==> src/rtl/cvp14_pkg.sv <==
// Shared constants for the vector datapath: lane geometry, FP16 field layout,
// opcode encodings and the VST serializer state type.
package cvp14_pkg;

    localparam int LANES      = 16;
    localparam int LANE_W     = 16;
    localparam int VEC_W      = 256;
    localparam int ADDR_W     = 16;
    localparam int LANE_IDX_W = $clog2(LANES);

    localparam int FP16_SIGN_BIT = 15;
    localparam int FP16_EXP_MSB  = 14;
    localparam int FP16_EXP_LSB  = 10;
    localparam int FP16_MAN_MSB  = 9;
    localparam int FP16_MAN_LSB  = 0;

    localparam logic [3:0] OP_VADD = 4'b0000;
    localparam logic [3:0] OP_VDOT = 4'b0001;
    localparam logic [3:0] OP_SMUL = 4'b0010;
    localparam logic [3:0] OP_SST  = 4'b0011;
    localparam logic [3:0] OP_VLD  = 4'b0100;
    localparam logic [3:0] OP_VST  = 4'b0101;
    localparam logic [3:0] OP_SLL  = 4'b0110;
    localparam logic [3:0] OP_SLH  = 4'b0111;
    localparam logic [3:0] OP_J    = 4'b1000;
    localparam logic [3:0] OP_NOP  = 4'b1111;

    typedef enum logic [1:0] {
        VST_IDLE  = 2'd0,
        VST_ISSUE = 2'd1,
        VST_DONE  = 2'd2
    } vst_state_t;

    // Index of the lowest set bit; 0 when the mask is empty.
    function automatic logic [LANE_IDX_W-1:0] lowest_lane(input logic [LANES-1:0] mask);
        lowest_lane = '0;
        for (int i = LANES - 1; i >= 0; i--) begin
            if (mask[i]) begin
                lowest_lane = LANE_IDX_W'(i);
            end
        end
    endfunction

endpackage

==> src/rtl/vst_serializer_lane_find.sv <==
// Priority encoder: lowest set mask bit strictly above the current lane.
module vst_lane_find
    import cvp14_pkg::*;
(
    input  logic [LANES-1:0]      mask,
    input  logic [LANE_IDX_W-1:0] cur,
    output logic [LANE_IDX_W-1:0] next_lane,
    output logic                  any
);

    always_comb begin
        next_lane = '0;
        any       = 1'b0;
        for (int i = LANES - 1; i >= 0; i--) begin
            if (mask[i] && (i > int'(cur))) begin
                next_lane = LANE_IDX_W'(i);
                any       = 1'b1;
            end
        end
    end

endmodule

==> src/rtl/vst_serializer.sv <==
// Vector store serializer: latches one result vector and writes each enabled
// lane to memory as a single 16-bit req/ack transaction, in ascending lane order.
//
//   state     | meaning
//   ----------+----------------------------------------------------------
//   VST_IDLE  | in_ready high, waiting for a vector
//   VST_ISSUE | mem_req held on the current lane until mem_ack
//   VST_DONE  | one-cycle done pulse, new vectors refused
module vst_serializer
    import cvp14_pkg::*;
(
    input  logic              clk,
    input  logic              rst_n,
    input  logic              in_valid,
    output logic              in_ready,
    input  logic [VEC_W-1:0]  in_vec,
    input  logic [ADDR_W-1:0] in_base,
    input  logic [LANES-1:0]  in_mask,
    output logic              mem_req,
    output logic              mem_we,
    output logic [ADDR_W-1:0] mem_addr,
    output logic [LANE_W-1:0] mem_wdata,
    input  logic              mem_ack,
    output logic              busy,
    output logic              done
);

    vst_state_t state_q, state_d;

    logic [VEC_W-1:0]      vec_q,  vec_d;
    logic [ADDR_W-1:0]     base_q, base_d;
    logic [LANES-1:0]      mask_q, mask_d;
    logic [LANE_IDX_W-1:0] lane_q, lane_d;

    logic                  req_d;
    logic [ADDR_W-1:0]     addr_d;
    logic [LANE_W-1:0]     wdata_d;
    logic                  busy_d;
    logic                  done_d;

    logic [LANE_IDX_W-1:0] next_lane;
    logic                  any_next;

    vst_lane_find u_lane_find (
        .mask      (mask_q),
        .cur       (lane_q),
        .next_lane (next_lane),
        .any       (any_next)
    );

    assign in_ready = (state_q == VST_IDLE);
    assign mem_we   = mem_req;

    always_comb begin
        state_d = state_q;
        vec_d   = vec_q;
        base_d  = base_q;
        mask_d  = mask_q;
        lane_d  = lane_q;

        case (state_q)
            VST_IDLE: begin
                if (in_valid) begin
                    vec_d  = in_vec;
                    base_d = in_base;
                    mask_d = in_mask;
                    lane_d = lowest_lane(in_mask);
                    if (in_mask != '0) begin
                        state_d = VST_ISSUE;
                    end else begin
                        state_d = VST_DONE;
                    end
                end
            end
            VST_ISSUE: begin
                if (mem_ack) begin
                    mask_d = mask_q & ~(LANES'(1) << lane_q);
                    if (any_next) begin
                        lane_d = next_lane;
                    end else begin
                        state_d = VST_DONE;
                    end
                end
            end
            VST_DONE: begin
                state_d = VST_IDLE;
            end
            default: begin
                state_d = VST_IDLE;
            end
        endcase

        // Outputs are computed from the next state so they can be registered
        // without adding a cycle of latency to the bus.
        req_d   = (state_d == VST_ISSUE);
        addr_d  = req_d ? (base_d + ADDR_W'(lane_d)) : '0;
        wdata_d = req_d ? vec_d[int'(lane_d) * LANE_W +: LANE_W] : '0;
        busy_d  = (state_d != VST_IDLE);
        done_d  = (state_d == VST_DONE);
    end

    always_ff @(posedge clk) begin
        if (!rst_n) begin
            state_q   <= VST_IDLE;
            vec_q     <= '0;
            base_q    <= '0;
            mask_q    <= '0;
            lane_q    <= '0;
            mem_req   <= 1'b0;
            mem_addr  <= '0;
            mem_wdata <= '0;
            busy      <= 1'b0;
            done      <= 1'b0;
        end else begin
            state_q   <= state_d;
            vec_q     <= vec_d;
            base_q    <= base_d;
            mask_q    <= mask_d;
            lane_q    <= lane_d;
            mem_req   <= req_d;
            mem_addr  <= addr_d;
            mem_wdata <= wdata_d;
            busy      <= busy_d;
            done      <= done_d;
        end
    end

endmodule
==> config.mk <==
export PLATFORM = sky130hd
export DESIGN_NAME = vst_serializer
export DESIGN_NICKNAME = d
export VERILOG_FILES = /design/src/rtl/cvp14_pkg.sv /design/src/rtl/vst_serializer_lane_find.sv /design/src/rtl/vst_serializer.sv
export SDC_FILE = /design/constraint.sdc
export NUM_CORES = 1
export LEC_CHECK = 0
export CAP_MARGIN = 5
export CORE_MARGIN = 1
export CORE_UTILIZATION = 57
export DETAILED_ROUTE_END_ITERATION = 16
export PLACE_DENSITY = 0.92
export RECOVER_POWER = 50
export SLEW_MARGIN = 15
export SYNTH_ARGS = -nofsm -noshare
export SYNTH_HDL_FRONTEND = slang
export SYNTH_SLANG_ARGS = --single-unit
==> constraint.sdc <==
create_clock -name clk -period 13.5 [get_ports clk]
set_input_delay 2.025 -clock clk [delete_from_list [all_inputs] [get_ports clk]]
set_output_delay 2.025 -clock clk [all_outputs]
set_load 0.05 [all_outputs]
==> summary.md <==
| Metric | Value |
|---|---|
| Post-synth EDFFs | `0` |
| Total Wirelength | `58200 um` |
| Via density | `roughly 6.4` |
| Met2 Use GR | `roughly three fifths` |
| Final setup violation count | `0` |
| MaxCap Viol Count | `5` |
| Area Growth Syn to Fin | `27.0%` |
| Syn Nets | `2209` |
| F_max | `104 MHz` |
| Vias in the first global route | `15800` |
| DIE AREA | `30000 sq um` |
| Clock Skew | `around 26 ps` |
| Mapped Area | `approximately 17000 sq um` |
| Root buf cell | `clkbuf_16` |
| Hold Fails Final Rpt | `0` |
| Cell row count | `just over 60` |
| Unrepaired setup endpoints after global routing | `false` |
| Synthesized instance count | `about 1900` |
| TritonRoute pass-1 iters | `5` |
| Starting density of the core | `approximately three fifths` |
| Worst-margin pin slew | `approximately 4700 ps` |
| Final worst path period share | `a little under three quarters` |
| Hold Crit Endpoint | `vec_q[145]` |
| First-pass GRT wire length | `approximately 89000 um` |
| Fill cells | `2062` |
| Syn avg cell area | `between 8 and 9 sq um` |
| Starting DRT DRC Count | `about 2100` |
| Yosys cell types | `roughly 80` |
| CP endpoint kind | `flop` |
| Core area | `between 20000 and 30000 sq um` |
| Critical path type | `input port to flop` |
| DR WL/cell | `around 23 um` |
| Status | `complete, but fails checks` |
| Max-slew headroom | `-212%` |
| Share of post-route cells with drive strength above 1 | `between 5 and 6%` |
| Area of the multi-input gates | `between 9000 and 10000 sq um` |
| Most common cell after layout, fill and taps aside | `dfxtp_1` |
| Ys async rst share | `0%` |
| Die Span X | `173 um` |
| Register Area | `around 6600 sq um` |
| Slew Viols, Final | `approximately 340` |
| CP required | `approximately 14000 ps` |
| Port buffer count | `~330` |
| Worst setup margin | `3850 ps` |
| Clk sinks | `approximately 330` |
| Leak pwr | `approximately 8.1 nW` |
| Hold crit path type | `flop to flop` |
| Clk buf depth | `3` |
| I/O pin count | `roughly 330` |
| Final antenna-violating net count | `0` |
| Max FO, Critical Path | `approximately 90` |
| Post-CTS setup buffer count | `0` |
| Worst IR Drop VDD | `about 0.1 mV` |
| Vert. Die Dim | `approximately 170 um` |
| Pwr Density | `135 nW/um^2` |
| Grt met3 use | `6.47%` |
| Min Clock Period, post-route | `between 9000 and 10000 ps` |
| Ant. Diodes | `0` |
| Detail Placement HPWL | `roughly 40000 um` |
| Met1 usage | `47.0%` |
| Cts repair resizes | `0` |
| # H-tree levels | `2` |
| Routability Congestion | `about 0.90` |
| Largest net degree at the start of global routing | `approximately 160` |
| Top cells by area, synth | `dfxtp_1 (39%), mux2i_1 (8.7%), nand2_1 (7.3%)` |
| Final nets | `about 2400` |
| Hold path depth | `2` |
| Yosys reg bits | `328` |
| Startpoint types | `input port` |
| Post-synth top area cell | `dfxtp_1` |
| Clock Latency Late Sink | `around 530 ps` |
| Worst Path Arrival | `around 10000 ps` |
| Num CTS Buffers | `36` |
| Hold path start | `vec_q[145]` |
| Pwr Total | `2.86 mW` |
| Synth Flop Type | `dfxtp_1` |
| GRT Total Usage | `37.6%` |
| DRC errors left | `0` |
| R2R Setup Slk | `approximately 5500 ps` |
| Setup TNS | `0 ps` |
| Grt ovf | `0` |
| Initial antenna violation count | `1` |
| Via count | `between 15000 and 20000` |
| Commonest non-fill, non-tap cells in the layout | `dfxtp_1 (328), nand2_1 (327), clkdlybuf4s50_1 (288)` |
| R2R cell count | `18` |
| Grt peak-use layer | `met2` |
| Reg2reg start | `state_q[1]` |
| Worst flop-to-flop path endpoint | `mem_addr[8]` |
| Failing checks | `max-capacitance violations, max-slew violations` |
| Clk slew on worst S/H paths | `60 ps` |
| Seq/Total Area, Yosys | `between 30 and 40%` |
| Pre-CTS WS | `a little under 6000 ps` |
| # hold bufs at CTS | `0` |
| CTS tree | `yes` |
| Synth warn | `0` |
| Top cell type's share of synthesized area | `between 30% and 40%` |
## sequential cells by signal (all words and copies together), names as in the netlist
| register | count |
|---|---|
| base_q | 16 |
| busy | 1 |
| done | 1 |
| lane_q | 4 |
| mask_q | 15 |
| mem_addr | 16 |
| mem_req | 1 |
| mem_wdata | 16 |
| state_q | 2 |
| vec_q | 256 |
## power by group
| group | internal, mW | switching, mW | total [mW] |
|---|---|---|---|
| Sequential | 1.04 | 0.0369 | 1.08 |
| Clock | 0.611 | 0.413 | 1.02 |
| Combinational | 0.312 | 0.450 | 0.762 |
| Total | 1.96 | 0.900 | 2.86 |
## through the flow
step / hold slack [ps] / instance area [sq um] / std cells / utilization [%]
2_1_floorplan: 438 / 16700 / 1912 / -
3_3_place_gp: 449 / 20000 / 2490 / 69.6
3_5_place_dp: 458 / 20000 / 2490 / 69.6
4_1_cts: 466 / 21200 / 2553 / 73.8
5_1_grt: 489 / 21200 / 2553 / 73.7
6_report: 464 / 21200 / 2553 / 73.7
## cells in the mapped netlist (28+ instances only)
| master | n |
|---|---|
| nand3_1 | 38 |
| a22oi_1 | 83 |
| dfxtp_1 | 328 |
| nand2_1 | 327 |
| clkbuf_1 | 91 |
| mux4_2 | 28 |
| nor2_1 | 81 |
| nor2b_1 | 168 |
| a21boi_0 | 122 |
| a21oi_1 | 61 |
| buf_2 | 46 |
| o21ai_0 | 40 |
| mux2i_1 | 146 |
## worst max path at each step
stage / slack [ps] / end / cells after the start / startpoint
floorplan: 7620 / mem_addr[12] / 18 / in_valid
global placement: 6070 / mem_addr[12] / 19 / in_valid
detailed placement: 5940 / mem_addr[12] / 19 / in_valid
CTS: 6440 / mem_addr[12] / 19 / in_valid
global route: 3330 / mem_addr[8] / 19 / in_valid
finish: 3850 / mem_addr[8] / 19 / in_valid
## layout make-up
cell class	count	area share, %
clock inverters	14	0.802
flip-flops and latches	328	30.9
well taps	384	2.26
repair buffers	351	16.2
clock buffers	49	5.01
multi-input cells	1411	44.5
inverters	16	0.295
## logic make-up (layout without fill, tap and decap cells)
logic type / count (synthesis) / in the layout / share of synthesized area [%]
AND/OR/NAND/NOR: 707 / 707 / 20.2
XOR/XNOR: 12 / 12 / 0.629
flip-flops: 328 / 328 / 39.3
adder cells (fa/ha/maj): 5 / 5 / 0.419
buffers and inverters: 173 / 430 / 4.40
multiplexers: 174 / 174 / 12.5
AO/OA/AOI/OAI: 513 / 513 / 22.5
## worst max-delay path: stages
cell,delay (ps)
dlygate4sd3_1,600
or3b_2,220
clkbuf_1,3020
nor2_1,250
a21boi_0,400
and2_1,170
buf_4,380
o211a_1,220
buf_4,460
inv_4,400
ha_1,350
fa_1,440
a21o_1,170
a21oi_1,220
a21o_1,150
or2_2,160
nor2_1,60
xor2_1,180
nor2_1,80
## routing by layer
layer	vias up	part of all wire (%)
met2	1116	45
met5	-	0.022
met4	2	7.0
li1	7308	-
met1	7739	38
met3	227	9.6
Power figures use the tool's default switching activity.
